File: config.mk
export PLATFORM = sky130hd
export DESIGN_NAME = ext_irq_requester
export DESIGN_NICKNAME = d
export VERILOG_FILES = /design/src/rtl/ext_irq_requester.sv
export SDC_FILE = /design/constraint.sdc
export NUM_CORES = 1
export LEC_CHECK = 0
export BUFFER_PORTS_ARGS = -buffer_cell sky130_fd_sc_hd__buf_4
export CORE_AREA = 2 2 84 146
export CTS_CLUSTER_SIZE = 14
export DETAILED_ROUTE_END_ITERATION = 8
export DIE_AREA = 0 0 86 148
export PLACE_DENSITY = 0.77
export SLEW_MARGIN = 20
export SYNTH_ARGS = -nofsm -noshare
export SYNTH_HDL_FRONTEND = slang
export SYNTH_SLANG_ARGS = --single-unit
File: constraint.sdc
create_clock -name iCLOCK -period 3.45 [get_ports iCLOCK]
set_input_delay 0.69 -clock iCLOCK [delete_from_list [all_inputs] [get_ports iCLOCK]]
set_output_delay 0.69 -clock iCLOCK [all_outputs]
set_load 0.01 [all_outputs]
File: src/rtl/ext_irq_requester.sv
// ext_irq_requester
// Collects device interrupt lines and presents them one at a time to the core's
// external-interrupt input. Each request is held until the core acks it or a
// timeout aborts it.
//
// Ports
//   iCLOCK        sole clock, rising edge
//   iRESET_SYNC   synchronous active-high reset
//   iIRQ          device interrupt lines, rising-edge sensitive
//   iEN_WE        write strobe for the enable register
//   iEN_DATA      new enable mask (1 = source may be requested)
//   iERR_CLR      clears the sticky timeout flag
//   oEXT_ACTIVE   request valid to the core
//   oEXT_NUM      source index of the current request
//   iEXT_ACK      one-cycle ack pulse from the core
//   oPENDING      captured-edge pending bits
//   oENABLE       current enable register
//   oERR_TIMEOUT  sticky: a request was aborted by timeout
module ext_irq_requester #(
  parameter int unsigned P_SOURCES = 16,
  parameter int unsigned P_TIMEOUT = 1024
) (
  input  logic                 iCLOCK,
  input  logic                 iRESET_SYNC,
  input  logic [P_SOURCES-1:0] iIRQ,
  input  logic                 iEN_WE,
  input  logic [P_SOURCES-1:0] iEN_DATA,
  input  logic                 iERR_CLR,
  output logic                 oEXT_ACTIVE,
  output logic [5:0]           oEXT_NUM,
  input  logic                 iEXT_ACK,
  output logic [P_SOURCES-1:0] oPENDING,
  output logic [P_SOURCES-1:0] oENABLE,
  output logic                 oERR_TIMEOUT
);

  localparam int unsigned CntW = (P_TIMEOUT > 0) ? $clog2(P_TIMEOUT + 1) : 1;
  localparam logic [CntW-1:0] CntLast = CntW'(P_TIMEOUT - 1);
  localparam logic [5:0] LastInit = 6'(P_SOURCES - 1);

  typedef enum logic [1:0] {StIdle, StReq, StGap} state_e;

  state_e                state_q, state_d;
  logic [P_SOURCES-1:0]  pending_q, pending_d;
  logic [P_SOURCES-1:0]  irq_prev_q;
  logic [P_SOURCES-1:0]  enable_q, enable_d;
  logic                  err_q, err_d;
  logic                  active_q, active_d;
  logic [5:0]            num_q, num_d;
  logic [5:0]            grant_q, grant_d;
  logic [5:0]            last_q, last_d;
  logic [CntW-1:0]       cnt_q, cnt_d;

  logic [63:0]           elig_ext;
  logic                  any_elig;
  logic [5:0]            winner;
  logic [5:0]            idx;
  logic [P_SOURCES-1:0]  clr;
  logic                  timeout_hit;

  // Zero-extended so the 6-bit rotating index can address it directly.
  assign elig_ext = 64'(pending_q & enable_q);

  // Round-robin: scan starting one past the last acked/aborted grant.
  always_comb begin
    any_elig = 1'b0;
    winner   = '0;
    idx      = '0;
    for (int unsigned i = 0; i < P_SOURCES; i++) begin
      idx = 6'((32'(last_q) + 32'd1 + i) % P_SOURCES);
      if (!any_elig && elig_ext[idx]) begin
        any_elig = 1'b1;
        winner   = idx;
      end
    end
  end

  always_comb begin
    state_d     = state_q;
    grant_d     = grant_q;
    num_d       = num_q;
    last_d      = last_q;
    cnt_d       = cnt_q;
    timeout_hit = 1'b0;
    unique case (state_q)
      StIdle: begin
        if (any_elig) begin
          grant_d = winner;
          num_d   = winner;
          cnt_d   = '0;
          state_d = StReq;
        end
      end
      StReq: begin
        if (iEXT_ACK) begin
          last_d  = grant_q;
          state_d = StGap;
        end else if (P_TIMEOUT != 0 && cnt_q == CntLast) begin
          // Abort keeps the pending bit but still advances the pointer so a
          // stuck source cannot starve the others.
          timeout_hit = 1'b1;
          last_d      = grant_q;
          state_d     = StGap;
        end else begin
          cnt_d = cnt_q + 1'b1;
        end
      end
      StGap:   state_d = StIdle;
      default: state_d = StIdle;
    endcase
  end

  // A fresh edge on the granted source in the ack cycle re-sets pending.
  always_comb begin
    clr = '0;
    for (int unsigned k = 0; k < P_SOURCES; k++) begin
      clr[k] = (state_q == StReq) && iEXT_ACK && (6'(k) == grant_q);
    end
    pending_d = (pending_q & ~clr) | (iIRQ & ~irq_prev_q);
  end

  always_comb begin
    enable_d = iEN_WE ? iEN_DATA : enable_q;
    err_d    = timeout_hit ? 1'b1 : (iERR_CLR ? 1'b0 : err_q);
    active_d = (state_d == StReq);
  end

  always_ff @(posedge iCLOCK) begin
    if (iRESET_SYNC) begin
      state_q    <= StIdle;
      pending_q  <= '0;
      irq_prev_q <= '0;
      enable_q   <= '1;
      err_q      <= 1'b0;
      active_q   <= 1'b0;
      num_q      <= '0;
      grant_q    <= '0;
      last_q     <= LastInit;
      cnt_q      <= '0;
    end else begin
      state_q    <= state_d;
      pending_q  <= pending_d;
      irq_prev_q <= iIRQ;
      enable_q   <= enable_d;
      err_q      <= err_d;
      active_q   <= active_d;
      num_q      <= num_d;
      grant_q    <= grant_d;
      last_q     <= last_d;
      cnt_q      <= cnt_d;
    end
  end

  assign oEXT_ACTIVE  = active_q;
  assign oEXT_NUM     = num_q;
  assign oPENDING     = pending_q;
  assign oENABLE      = enable_q;
  assign oERR_TIMEOUT = err_q;

endmodule

======== Word-level counts from Yosys, hierarchy flattened ========
Cells that the tools add are included.
word-level totals
  latch bits .............................. 0
  bits of input ports ..................... 37
  bits in read-only memories .............. 0
  word-level logic and storage cells ...... 203
  output and inout bits ................... 40
  memories kept ........................... 0
  flip-flop bits (word level) ............. 73
  memory bits (writable) .................. 0
cells by class
  multipliers ............................. 0
  equality and inequality tests ........... 21
  shift operators ......................... 0
  muxes and demuxes ....................... 79
  add/subtract/negate cells ............... 17
  reductions and logical operators ........ 55
  order comparisons ....................... 16
  div/mod/pow operators ................... 0
  bitwise gates (word level) .............. 6
operator list
  operator                                             number
  < comparator 4 x 7 -> 1 bit (second input constant)  16
  two-way mux 6 bit                                    14
  binary-select mux 1 bit (select 4 bit)               16
  bitwise AND 16 bit                                   3
  == test 4 x 6 -> 1 bit (first input constant)        8
  two-way mux 1 bit                                    37
  two-way mux 11 bit                                   3
  adder 4 bit (second input constant)                  8
  logical AND 1 bit                                    32
  inverter 16 bit                                      2
  == test 3 x 6 -> 1 bit (first input constant)        4
  case mux 11 bit (2 select lines)                     1
  adder 4 x 3 -> 4 bit (second input constant)         4
  two-way mux 4 bit                                    4
  OR 16 bit                                            1
  zero test 1 bit                                      15
  == test 2 x 6 -> 1 bit (first input constant)        2
  adder 11 x 1 -> 11 bit (second input constant)       1
  == test 11 x 10 -> 1 bit (second input constant)     1
  adder 4 x 1 -> 4 bit (second input constant)         2
  adder 4 x 2 -> 4 bit (second input constant)         2
  == test 1 x 6 -> 1 bit (first input constant)        1
  zero test 6 bit                                      1
  two-way mux 2 bit                                    3
  7 further kinds                                      13

======== Longest topological paths before layout ========
  depth after elaboration ................. 52
  depth in mapped cells ................... 17
  mapped depth without buffers ............ 12

======== Least setup slack after synthesis ========
Ideal clock, no wire load.
  path type ............................... reg-to-reg
  from .................................... register last_q[0]
  to ...................................... register num_q[3] (netlist: oEXT_NUM[3])
  library setup time ...................... 0.058 ns
  stages on the path, launching flop included .. 17
  path buffers ............................ 4
  arrival time ............................ 3.585 ns
  data required time ...................... 3.392 ns
  clock period less this slack ............ 3.643 ns
  path slack .............................. -0.193 ns
  cells stage by stage .................... dfxtp_1 > inv_1 > buf_1 > ha_1 > buf_2 > buf_2 > nand3_1 > o21ai_0 > mux4_2 > mux2i_1 > and2_1 > and4_4 > buf_6 > o211ai_2 > and4_1 > nor4_1 > a21o_1
between the ends
  cells in the longest elaborated chain, start to end .. 50
  elaborated cells between the ends (all ways) .. 111
  classes of those cells .................. add/sub: 16; mux: 64; reduce/logical: 31
RTL lines
  what                                                           RTL line  text
  start: declaration                                             51        logic [5:0] last_q, last_d;
  start signal: assignment                                       138       last_q <= LastInit;
  start signal: assignment                                       149       last_q <= last_d;
  adder 4 x 1 -> 4 bit *                                         70        idx = 6'((32'(last_q) + 32'd1 + i) % P_SOURCES);
  branches (longest 49 deep; another with adder 4 x 1 -> 4 bit)  n/a
  end signal: assignment                                         147       num_q <= num_d;
  end: declaration                                               49        logic [5:0] num_q, num_d;
Mark *: on every way between the ends. The select of a mux whose other input is x is not followed.
A chain may end at the register's enable or synchronous reset.

======== Final worst setup path ========
  from .................................... register last_q[1]
  to ...................................... register cnt_q[4]
between the ends
  cells in the longest elaborated chain, start to end .. 51
  elaborated cells between the ends (all ways) .. 96
  classes of those cells .................. add/sub: 16; eq/ne: 1; mux: 48; reduce/logical: 31
RTL lines
  what                                                           RTL line  text
  adder 4 x 1 -> 4 bit *                                         70
  branches (longest 47 deep; another with adder 4 x 1 -> 4 bit)  n/a
  two-way mux 1 bit *                                            71        if (!any_elig && elig_ext[idx]) begin
  inequality test 2 bit (no line) *                              n/a
  AND reduction 4 bit (no line) *                                n/a
  end signal: assignment                                         150       cnt_q <= cnt_d;
  end: declaration                                               52        logic [CntW-1:0] cnt_q, cnt_d;
Marks and branches as above.

==> impl_metrics.ini <==
[place]
dp_cells = 842
placed_area_um2 = 6250
gp_congestion = 1.01
portBuffers = 74
hpwl_um = 13200

[worst_setup_path]
crit_end = cnt_q[4]
r2r_start = last_q[1]
r2r_cells = 15
r2r_slack_ns = 0.08
worstReg2RegEnd = cnt_q[4]
critPathMaxFanout = 21
end_kind = register
critPathKind = reg -> reg
crit_arrival_ns = 3.59
crit_path_start = last_q[1]
crit_path_start_kind = register
critPathRequiredTime_ns = 3.67

[synth]
synth-seq-area-share = 0.279
syn_inst = 592
synth_warnings = 0
synth_edf_count = 0
synthArstFlopShare = 0
avgSynthCellArea_um2 = 8.60
synthFlopType = dfxtp_1
synth-seq-cells = 71
synth_cell_type_count = 80
netlist_area_um2 = 5090

[routing]
drtIter0Drc = 281
ant_nets = 0
drt-pass1-iter-count = 5
viasPerCell = 6.03
via_count = 5230
wire_per_inst_um = 19.5
drc_errors = 0
wirelength_um = 16900

[power_and_ir_drop]
p_total_w = 0.00535
p_leak_nw = 2.84
pwr-share-comb = 0.657
p_clk_frac = 0.162
power_density_nw_per_um2 = 780
p_seq_frac = 0.182
switching_share = 0.429
internal-power_w = 0.00305
p_sw_w = 0.00230
peakVddDrop_v = 0.000576

[floorplanning]
die_area_um2 = 12700
core_um2 = 11500
io_pins = 77
start_util = 0.442
num_rows = 52
die_x_um = 86
dieHeight_um = 148

[timing]
fin_crit_ns = 3.37
slew_violations = 0
finalSetupViolations = 0
rsz0062_at_grt = yes
fin_crit_sh = 0.976
hold_viol = 0
fmax_ghz = 0.297
fin_setup_tns_ns = 0
fin_worst_skew_ns = 0.00651

[worst_hold_path]
holdCritStartpoint = oERR_TIMEOUT
min_path_type = reg -> reg

[cts]
clk_latency_ns = 0.33
cts_tree = yes
cts_buffers = 9
clockBufferDepth = 2
clkTransAtPathRegs_ns = 0.06
clock-sinks = 71
root_buffer = clkbuf_16
cts-htree-levels = 3

[global_route]
track_usage = 0.268
antenna_found_initial = 0
grt_max_degree = 44
grt_pass1_wl_um = 26700
grt_overflow = 0
grt_pass1_vias = 5324

[cells_and_area]
drive_gt1_frac = 0.351
syn_to_final_growth_pct = 34.7
antenna_cells = 0
fin_nets = 767
final_area_um2 = 6850
fillers = 974
finish.utilization = 0.595
layoutNonFillerInstCount = 867

[run_status]
outcome = finished clean

[run]
drv_cap = 0
## logic make-up after synthesis
| group | after synthesis | synth area share |
|---|---|---|
| AO/OA/AOI/OAI | 127 | 0.166 |
| XOR/XNOR | 19 | 0.0482 |
| adder cells (fa/ha/maj) | 3 | 0.00738 |
| buffers and inverters | 42 | 0.0413 |
| flip-flops | 71 | 0.279 |
| multiplexers | 67 | 0.179 |
| other | 1 | 0.000737 |
| AND/OR/NAND/NOR | 262 | 0.278 |
## state kept, by name, indices dropped and copies added, names as in the netlist
name and flops:
cnt_q 11, irq_prev_q 16, last_q 4, oENABLE 16, oERR_TIMEOUT 1, oEXT_ACTIVE 1, oEXT_NUM 4, oPENDING 16
state_q 2
## critical path: stages, from the launching register on
cell	delay, ns
dfxtp_4	0.36
buf_4	0.14
ha_4	0.25
buf_12	0.15
or4bb_1	0.47
nand4_1	0.15
mux2i_1	0.13
buf_4	0.17
mux2i_2	0.24
nor2b_1	0.08
and4_4	0.20
buf_6	0.13
a311oi_4	0.38
nand4_1	0.16
xor2_1	0.19
nor2_1	0.05
## power groups by stage
| stage | clock (W) | combinational, W | sequential [W] |
|---|---|---|---|
| floorplan | 0 | 0.00195 | 0.000976 |
| global placement | 0 | 0.00307 | 0.000980 |
| detailed placement | 0 | 0.00310 | 0.000985 |
| CTS | 0.000877 | 0.00325 | 0.000968 |
| global route | 0.000905 | 0.00373 | 0.000979 |
| finish | 0.000864 | 0.00351 | 0.000971 |
## routing by layer
layer,vias to the layer above,share of wire,global-route usage
met5,-,0,0
met4,0,0.088,0.228
met3,84,0.043,0.0279
met2,231,0.52,0.474
met1,2490,0.35,0.273
li1,2425,-,-
## cell usage in the layout (no fill, tap or decap), types with 3 or more instances in the layout
cell type / n
a21o_1: 4
a21oi_1: 35
a32oi_1: 3
buf_12: 6
buf_4: 144
buf_6: 5
clkbuf_16: 9
dfxtp_1: 69
inv_1: 9
mux2_2: 8
mux2_4: 3
mux2i_1: 30
mux2i_2: 6
mux2i_4: 8
mux4_2: 12
nand2_1: 74
nand2b_1: 25
nand3_1: 20
nand4_1: 14
nand4b_1: 8
nor2_1: 47
nor2b_1: 21
nor3_1: 11
nor3_2: 3
nor3_4: 4
o2111ai_1: 3
o21a_1: 3
o21ai_0: 35
o21ai_1: 4
o221ai_1: 3
o22ai_1: 3
or3_1: 4
or4bb_1: 4
xnor2_1: 5
xnor2_2: 4
xnor2_4: 3
xor2_1: 5
## worst min-delay path by stage
stage,depth (start not counted),end
after CTS,2,oERR_TIMEOUT
after global routing,1,cnt_q[10]
final,2,oERR_TIMEOUT
after detailed placement,2,oERR_TIMEOUT
after global placement,2,oERR_TIMEOUT
after floorplan,2,cnt_q[1]
## cell type report
cell class                 instances  area [µm²]  area share
tap                              135         169      0.0246
timing repair buffer             155        1260       0.183
inverter                          10        40.0     0.00584
sequential                        71        1430       0.208
multi-input combinational        480        3680       0.537
clock inverter                     7        55.1     0.00803
clock buffer                       9         225      0.0329
## synthesized netlist by cell type (all sizes together), types with 5 or more instances
master	count	share of area
nor2	48	0.035
nand3	21	0.022
o21a	5	0.0074
nor3	18	0.023
xor2	7	0.016
mux2i	44	0.10
inv	10	0.0074
xnor2	12	0.032
dfxtp	71	0.28
nor2b	21	0.026
o21ai	40	0.040
nand2	76	0.057
nand4	14	0.017
buf	18	0.024
mux2	11	0.026
mux4	12	0.053
a21oi	35	0.034
clkbuf	14	0.010
nand2b	25	0.031
nand4b	8	0.014
## through the flow
stage	hold slack (ns)	worst slack [ns]
final	0.480	0.0828
after global routing	0.503	-0.0738
after CTS	0.484	0.0136
after detailed placement	0.473	-0.168
after global placement	0.460	-0.117
after floorplan	0.462	0.0164
## timing repair
| action | in CTS | in global routing |
|---|---|---|
| setup buffers | 3 | 7 |
| setup endpoints to repair | 15 | 15 |
| resized for setup | 15 | 33 |
| hold buffers | 0 | 0 |
| pin swaps | 7 | 17 |
Note: power is estimated with default switching activity, not from simulation.
